$ cat src/rtl/sln_pkg.sv
// sln_pkg: shared state type, default fixed-point format and saturating fixed-point helpers
package sln_pkg;
   typedef enum logic [2:0] {S_IDLE, S_FWD, S_ACT, S_WAIT, S_BWD} state_t;
   localparam int DEF_DATA_W = 16;
   localparam int DEF_FRAC_W = 8;
   localparam int ONE = 1 << DEF_FRAC_W;
   localparam int MAX_VAL = (1 << (DEF_DATA_W - 1)) - 1;
   localparam int MIN_VAL = -(1 << (DEF_DATA_W - 1));
   function automatic logic signed [63:0] sat(input logic signed [63:0] v, input int w);
      logic signed [63:0] hi, lo;
      hi = (64'sd1 <<< (w - 1)) - 64'sd1;
      lo = -hi - 64'sd1;
      return v > hi ? hi : (v < lo ? lo : v);
   endfunction
   function automatic logic signed [63:0] mul_shift(input logic signed [63:0] a, input logic signed [63:0] b, input int f);
      return (a * b) >>> f;
   endfunction
endpackage

$ cat src/rtl/sln_mac.sv
// sln_mac: signed multiply with saturated fixed-point product and a registered accumulator
module sln_mac import sln_pkg::*; #(
   parameter int DATA_W = DEF_DATA_W,
   parameter int FRAC_W = DEF_FRAC_W,
   parameter int ACC_W  = 40
) (
   input  logic                     clk,
   input  logic                     rst,
   input  logic                     clr,
   input  logic                     en,
   input  logic signed [DATA_W-1:0] a,
   input  logic signed [DATA_W-1:0] b,
   output logic signed [DATA_W-1:0] prod_q,
   output logic signed [DATA_W-1:0] pre
);
   logic signed [ACC_W-1:0] acc;
   logic signed [63:0] prod;
   assign prod = 64'(a) * 64'(b);
   assign prod_q = DATA_W'(sat(prod >>> FRAC_W, DATA_W));
   assign pre = DATA_W'(sat(64'(acc >>> FRAC_W), DATA_W));
   always_ff @(posedge clk or posedge rst)
      if (rst) acc <= '0;
      else if (clr) acc <= '0;
      else if (en) acc <= acc + ACC_W'(prod);
endmodule

$ cat src/rtl/seq_learning_neuron.sv
// seq_learning_neuron: time-multiplexed fixed-point neuron with forward pass, activation and in-place backprop training
module seq_learning_neuron import sln_pkg::*; #(
   parameter int N_INPUTS = 32,
   parameter int DATA_W   = DEF_DATA_W,
   parameter int FRAC_W   = DEF_FRAC_W,
   parameter int ACC_W    = 40,
   parameter int ACT_MODE = 0,
   parameter int IDX_W    = $clog2(N_INPUTS + 1)
) (
   input  logic                         sln_clock,
   input  logic                         sln_reset,
   input  logic                         sln_in_valid,
   output logic                         sln_in_ready,
   input  logic [N_INPUTS*DATA_W-1:0]   sln_dendrites,
   input  logic [N_INPUTS-1:0]          sln_enabled,
   output logic                         sln_axon_valid,
   output logic signed [DATA_W-1:0]    sln_axon,
   input  logic                         sln_bp_valid,
   output logic                         sln_bp_ready,
   input  logic signed [DATA_W-1:0]    sln_backprop,
   input  logic signed [DATA_W-1:0]    sln_train_rate,
   output logic                         sln_bpc_valid,
   output logic [IDX_W-1:0]             sln_bpc_index,
   output logic signed [DATA_W-1:0]    sln_bpc_data,
   output logic                         sln_bpc_last,
   input  logic                         sln_wr_en,
   input  logic [IDX_W-1:0]             sln_wr_addr,
   input  logic signed [DATA_W-1:0]    sln_wr_data
);
   localparam logic signed [DATA_W-1:0] ONE_Q = DATA_W'(1 << FRAC_W);
   localparam logic signed [DATA_W-1:0] NEG_ONE = -ONE_Q;
   localparam logic signed [DATA_W-1:0] ZERO = '0;
   state_t state, state_n;
   // Slot N_INPUTS of x/mask is a constant 1.0 input so the bias rides the same datapath
   logic signed [DATA_W-1:0] w [0:N_INPUTS];
   logic signed [DATA_W-1:0] x [0:N_INPUTS];
   logic [N_INPUTS:0] mask;
   logic [IDX_W-1:0] idx;
   logic signed [DATA_W-1:0] axon_r, delta, step, d_in, mac_a, mac_b, prod_q, pre, act_axon, w_upd;
   logic deriv, act_deriv, last_idx, accept;
   assign last_idx = idx == IDX_W'(N_INPUTS);
   assign accept = state == S_IDLE && sln_in_valid;
   assign d_in = deriv ? sln_backprop : ZERO;
   assign mac_a = state == S_WAIT ? sln_train_rate : state == S_BWD ? delta : (mask[idx] ? w[idx] : ZERO);
   assign mac_b = state == S_WAIT ? d_in : state == S_BWD ? w[idx] : x[idx];
   assign act_axon = ACT_MODE == 1 ? (pre > ZERO ? pre : ZERO) : (pre > ONE_Q ? ONE_Q : (pre < NEG_ONE ? NEG_ONE : pre));
   assign act_deriv = ACT_MODE == 1 ? pre > ZERO : (pre > NEG_ONE && pre < ONE_Q);
   assign w_upd = mask[idx] ? DATA_W'(sat(64'(w[idx]) + mul_shift(64'(step), 64'(x[idx]), FRAC_W), DATA_W)) : ZERO;
   sln_mac #(.DATA_W(DATA_W), .FRAC_W(FRAC_W), .ACC_W(ACC_W)) u_mac (
      .clk(sln_clock), .rst(sln_reset), .clr(accept), .en(state == S_FWD),
      .a(mac_a), .b(mac_b), .prod_q(prod_q), .pre(pre)
   );
   assign sln_in_ready = state == S_IDLE;
   assign sln_bp_ready = state == S_WAIT;
   assign sln_axon_valid = state == S_WAIT;
   assign sln_axon = axon_r;
   assign sln_bpc_valid = state == S_BWD && !last_idx;
   assign sln_bpc_index = sln_bpc_valid ? idx : '0;
   assign sln_bpc_data = sln_bpc_valid && mask[idx] ? prod_q : ZERO;
   assign sln_bpc_last = sln_bpc_valid && idx == IDX_W'(N_INPUTS - 1);
   always_ff @(posedge sln_clock or posedge sln_reset)
      if (sln_reset) state <= S_IDLE;
      else state <= state_n;
   always_comb begin
      state_n = state;
      case (state)
         S_IDLE: if (sln_in_valid) state_n = S_FWD;
         S_FWD: if (last_idx) state_n = S_ACT;
         S_ACT: state_n = S_WAIT;
         S_WAIT: if (sln_bp_valid) state_n = S_BWD;
         S_BWD: if (last_idx) state_n = S_IDLE;
         default: state_n = S_IDLE;
      endcase
   end
   always_ff @(posedge sln_clock or posedge sln_reset)
      if (sln_reset) begin
         for (int i = 0; i <= N_INPUTS; i++) begin
            w[i] <= '0;
            x[i] <= '0;
         end
         mask <= '0;
         idx <= '0;
         axon_r <= '0;
         deriv <= 1'b0;
         delta <= '0;
         step <= '0;
      end else begin
         idx <= (state == S_FWD || state == S_BWD) && !last_idx ? idx + IDX_W'(1) : '0;
         if (state == S_IDLE && sln_wr_en && sln_wr_addr <= IDX_W'(N_INPUTS)) w[sln_wr_addr] <= sln_wr_data;
         if (accept) begin
            for (int i = 0; i < N_INPUTS; i++) x[i] <= sln_dendrites[i*DATA_W +: DATA_W];
            x[N_INPUTS] <= ONE_Q;
            mask <= {1'b1, sln_enabled};
         end
         if (state == S_ACT) begin
            axon_r <= act_axon;
            deriv <= act_deriv;
         end
         if (state == S_WAIT && sln_bp_valid) begin
            delta <= d_in;
            step <= prod_q;
         end
         if (state == S_BWD) w[idx] <= w_upd;
      end
endmodule
$ cat config.mk
export PLATFORM = sky130hd
export DESIGN_NAME = seq_learning_neuron
export DESIGN_NICKNAME = d
export VERILOG_FILES = /design/src/rtl/sln_pkg.sv /design/src/rtl/sln_mac.sv /design/src/rtl/seq_learning_neuron.sv
export SDC_FILE = /design/constraint.sdc
export NUM_CORES = 2
export LEC_CHECK = 0
export CELL_PAD_IN_SITES_DETAIL_PLACEMENT = 1
export CELL_PAD_IN_SITES_GLOBAL_PLACEMENT = 1
export CORE_MARGIN = 2
export CORE_UTILIZATION = 29
export DETAILED_ROUTE_END_ITERATION = 10
export PLACE_DENSITY = 0.63
export REMOVE_ABC_BUFFERS = 1
export SLEW_MARGIN = 20
export SYNTH_ARGS = -nofsm -noshare
export SYNTH_HDL_FRONTEND = slang
export SYNTH_SLANG_ARGS = --single-unit
$ cat constraint.sdc
create_clock -name sln_clock -period 66.4 [get_ports sln_clock]
set_input_delay 19.92 -clock sln_clock [delete_from_list [all_inputs] [get_ports sln_clock]]
set_output_delay 19.92 -clock sln_clock [all_outputs]
set_load 0.1 [all_outputs]
# Yosys cells after proc, flatten, opt, wreduce, memory -nomap -nowiden

Cells that the tools add are included.

Memories: 0
Output and inout bits: 43
Latch bits: 0
Flip-flop bits (word level): 1172
Memory bits (read-only): 0
Word-level logic and storage cells: 164
RAM bits: 0
Input port bits: 603

Shifts and indexed selects: 0
Add/subtract/negate cells: 3
Order comparisons: 16
Reduce and logical (&&, ||, !) cells: 16
Multiply operators: 2
Div/mod/pow operators: 0
Equality and inequality tests: 10
Bitwise gates (word level): 2
Muxes and demuxes: 41

Operator list:

| kind                 | number |
|---|---|
| $bwmux 528           | 2 |
| $mux 528             | 2 |
| $mux 16              | 22 |
| $bmux 16 s6          | 2 |
| $demux 16 s6         | 2 |
| $mux 40              | 2 |
| $mul 16x16->32       | 2 |
| $add 40x32->40       | 1 |
| $gt 32x16->1 const B | 1 |
| $lt 32x16->1 const B | 1 |
| $add 16x24->25       | 1 |
| $gt 25x16->1 const B | 1 |
| $lt 25x16->1 const B | 1 |
| $gt 24x16->1 const B | 1 |
| $lt 24x16->1 const B | 1 |
| $gt 16x10->1 const B | 1 |
| $gt 16x9->1 const B  | 1 |
| $lt 16x10->1 const B | 1 |
| $lt 16x9->1 const B  | 1 |
| $pmux 3 s5           | 1 |
| $ge 7x7->1 const B   | 2 |
| $lt 7x1->1 const B   | 2 |
| $not 6->7            | 2 |
| $mux 3               | 4 |
| 19 further kinds     | 33 |

# Logic depth before layout (Yosys ltp)

Word-level depth: 12
Depth in mapped cells: 51
Gate-level depth less buffers: 43

# Hierarchy

Synthesis repeated with hierarchy kept, for this count alone.

Cell total of the unflattened synthesis: 7910
Area total of the unflattened synthesis: 78983.3 µm²

Modules (own cells, without submodules):

| module              | instances | area an instance (µm²) | cells an instance |
|---|---|---|---|
| seq_learning_neuron | 1         | 65123.7                | 6360 |
| sln_mac             | 1         | 13859.5                | 1550 |

# Least setup slack after synthesis

Ideal clock, no wire load.

Path kind: input -> output
From: input port sln_backprop[1]
To: output port sln_bpc_data[10]
Stages: 25
Arrival: 28.703 ns
Buffers on the path: 1
Path slack: 17.777 ns
Required time: 46.480 ns
Path through: nand2_1 a221oi_2 nand2b_1 inv_1 fa_1 fa_1 inv_1 fa_1 fa_1 fa_1 fa_1 inv_1 ha_1 a21oi_1 o21ai_0 a21o_1 a221o_1 o21a_1 a211oi_1 xnor2_1 nand3_1 o41ai_2 nand2_1 clkbuf_1 o21ai_0

Cells in the longest elaborated chain, start to end: 7
Elaborated cells between the ends (all ways): 8
Those cells by class: mul (1); order compare (2); mux (5)

RTL lines:

| item             | line                      | source |
|---|---|---|
| start, declared  | seq_learning_neuron.sv:20 | `input logic signed [DATA_W-1:0] sln_backprop,` |
| $mux 16 *        | seq_learning_neuron.sv:43 | `assign d_in = deriv ? sln_backprop : ZERO;` |
| $mux 16 *        | seq_learning_neuron.sv:45 | `assign mac_b = state == S_WAIT ? d_in : state == S_BWD ? w[idx] : x[idx];` |
| $mul 16x16->32 * | sln_mac.sv:18             | `assign prod = 64'(a) * 64'(b);` |
| $lt 24x16->1     | sln_pkg.sv:13             | `return v > hi ? hi : (v < lo ? lo : v);` |
| $mux 16          | sln_pkg.sv:13             |  |
| $mux 16 *        | sln_pkg.sv:13             |  |
| $mux 16 *        | seq_learning_neuron.sv:59 | `assign sln_bpc_data = sln_bpc_valid && mask[idx] ? prod_q : ZERO;` |
| end, declared    | seq_learning_neuron.sv:24 | `output logic signed [DATA_W-1:0] sln_bpc_data,` |

Mark *: on every way between the ends. The rest lies on a longest branch, timed or not.

# Worst setup path after layout

From: input port sln_backprop[3]
To: output port sln_bpc_data[0]

The elaborated chain is that of the path after synthesis.

==> flow_summary.ini <==
[sta]
min_period_ns = 49.48
worstMarginPinSlew_ns = 1.219
fin_skew_ns = 0.1137
fmax_mhz = 20.21
rsz0062_at_grt = false
finalSetupTns_ns = 0
report.final.slew_viol_count = 0
slew_headroom_pct = 18.04
setup_violations = 0
finalCritPeriodShare_pct = 74.51
hold_viol = 0

[worst_setup_path]
critPathLaunchType = primary input
rr_endpoint = u_mac.acc[36]
crit_type = in -> out
path_cells = clkdlybuf4s50_1 > a31oi_1 > nor2_1 > fa_1 > fa_1 > inv_1 > fa_1 > fa_1 > fa_1 > fa_1 > inv_1 > ha_1 > a21oi_1 > o21ai_0 > a21o_1 > a221o_1 > o21a_1 > a211oi_1 > xnor2_1 > nand4b_1 > o211ai_1 > o21ai_0 > clkdlybuf4s50_1
reg2reg_depth = 43
worstPathMaxFanout = 15
slowest_stage = clkdlybuf4s50_1
endpoint_kind = primary output
cp.required_ns = 46.48
max_stage_delay_ns = 1.04
ff2ff_setup_slack_ns = 51.60
r2r_start = idx[0]
cp_data_arrival_time_ns = 29.56
crit_top_cell = fa_1

[routing]
drc = 0
drt_iter0_drc = 5018
drt-met1-wl_um = 138400
ant_nets = 0
drt_first_pass_iters = 6
num_vias = 68310
highest_layer = met5
avgRoutedWirePerCell_um = 25.11
wl_um = 328000
vias_per_cell = 5.230
wl_met3_um = 20470
wl_met2_um = 156000

[final_layout]
stdcell_area_mm2 = 0.09556
finalNetCount = 10540
layout-area-overhead-vs-synth_pct = 19.14
drive_above_1_share_pct = 10.47

[logic_synthesis]
synth_top_area_share_pct = 36.54
synthMuxAreaShare_pct = 7.745
yosys.area.top_type = dfrtp_1
synth_warnings = 0
synth-xor-area-share_pct = 1.354
syn_area_per_cell_um2 = 9.120
synth_area_mm2 = 0.08020
synth-adder-area-share_pct = 16.70
synth_edf_count = 0
synth_top_family_by_area = simple AND/OR/NAND/NOR gates
synth_common_cells = 2,461 x nand2_1, 1,171 x dfrtp_1, 622 x inv_1, 526 x fa_1, 441 x o21ai_0
yosysSeqAreaShare_pct = 36.54
synth_flop_cell = dfrtp_1
synth-simple-area-share_pct = 17.55
synth.distinct_cells = 98
synth_seq_cells = 1171
yosysMostFrequentCell = nand2_1
synth.area.top_cells = dfrtp_1 37%, fa_1 13%, nand2_1 12%
synth_compound_area_share_pct = 13.60
async_flop_share_pct = 100.0
postSynthCellCount = 8794

[min_path]
hp-start = mask[13]
whs_path_depth = 2
whs_endpoint = mask[13]
holdCritPathClass = reg -> reg

[clocking]
cts.path.max_buffers = 4
hold_buffers = 0
cts.sinks = 1171
clk_pin_slew_ns = 0.06
cts_setup_buffers = 0
h-tree-depth = 4
cts_tree = built
cts_resized = 0
insertion_delay_ns = 0.86
numCtsBuffers = 151
root_buffer = clkbuf_16

[global_routing]
grt_max_degree = 223
grt_pass1_wl_um = 491400
overflow = 0
antenna_found_initial = 95
grt_usage_pct = 23.24
grt_pass1_vias = 74470

[die]
ioPinCount = 646
design.core.area_mm2 = 0.2758
start_util_pct = 29.08
die_x_um = 529.9
die-area_mm2 = 0.2808
rows = 193
die_y_um = 529.9

[outcome]
outcome = completed

[flow_run]
maxCapViolations = 0

[placement]
routabilityCongestion = 0.8852
postPlaceCellArea_mm2 = 0.09032
numPortBuffers = 645
dp_hpwl_um = 229500
through the flow:
| step | hold WS, ns | util (%) | cells | setup WS (ns) |
|---|---|---|---|---|
| 2_1_floorplan | 0.4369 | - | 8171 | 13.50 |
| 4_1_cts | 0.4715 | 34.53 | 12990 | 17.02 |
| 5_1_grt | 0.4810 | 34.63 | 13040 | 16.47 |
| 3_5_place_dp | 0.4571 | 32.75 | 12730 | 17.05 |
| 6_report | 0.4669 | 34.65 | 13060 | 16.92 |
| 3_3_place_gp | 0.4510 | 32.74 | 12730 | 17.24 |
worst max-delay path, delay by kind of cell:
kind,cells,cell delay [ns]
AND/OR/NAND/NOR,2,0.36
XOR/XNOR,1,0.15
AO/OA/AOI/OAI,9,3.67
buffers and inverters,4,1.65
adder cells (fa/ha/maj),7,3.75
cell usage in the layout, fill, tap and decap left out, types with 229 or more instances in the layout:
| cell | n |
|---|---|
| ha_1 | 229 |
| mux2_2 | 380 |
| o21ai_0 | 437 |
| nand2_1 | 2454 |
| fa_1 | 526 |
| clkdlybuf4s50_1 | 641 |
| dfrtp_1 | 1166 |
| nor2_1 | 251 |
| a22oi_1 | 308 |
| a21oi_1 | 293 |
| inv_1 | 621 |
worst max path at each step:
| stage | to | from |
|---|---|---|
| after global routing | sln_bpc_data[9] | sln_backprop[1] |
| final | sln_bpc_data[0] | sln_backprop[3] |
| after detailed placement | sln_bpc_data[0] | sln_backprop[1] |
| after CTS | sln_bpc_data[0] | sln_backprop[3] |
| after floorplan | delta[0] | sln_reset |
| after global placement | sln_bpc_data[6] | sln_backprop[3] |
state kept, by name (all words and copies together) (netlist names):
| signal | flops |
|---|---|
| idx | 6 |
| state | 3 |
| mask | 33 |
| w | 528 |
| step | 16 |
| sln_axon | 16 |
| deriv | 1 |
| u_mac.acc | 40 |
| delta | 16 |
| x | 512 |
cell type report:
cell class / instances / area (um^2)
Antenna cell: 65 / 162.7
Clock buffer: 222 / 4458
Clock inverter: 35 / 432.9
Fill cell: 31860 / 180200
Inverter: 624 / 2350
Multi-Input combinational cell: 6376 / 45890
Sequential cell: 1171 / 29310
Tap cell: 3705 / 4636
Timing Repair Buffer: 862 / 8315
logic make-up (layout without fill, tap and decap cells):
logic type	after synthesis	in the layout
flops	1171	1171
mux	488	488
compound gates	1669	1669
buf+inv	1247	1743
xor+xnor	124	124
simple gates	3340	3340
fa+ha+maj	755	755
other cells	0	65
per-layer routing:
| metal | GRT usage [%] | vias to the layer above |
|---|---|---|
| met5 | 0 | - |
| met4 | 9.517 | 44 |
| met3 | 4.169 | 586 |
| met2 | 38.62 | 2079 |
| met1 | 29.69 | 35480 |
| li1 | - | 30120 |
Power is left out: the tool's default activity adds up to more than one toggle a clock period on the data nets, which glitch-free logic cannot reach.
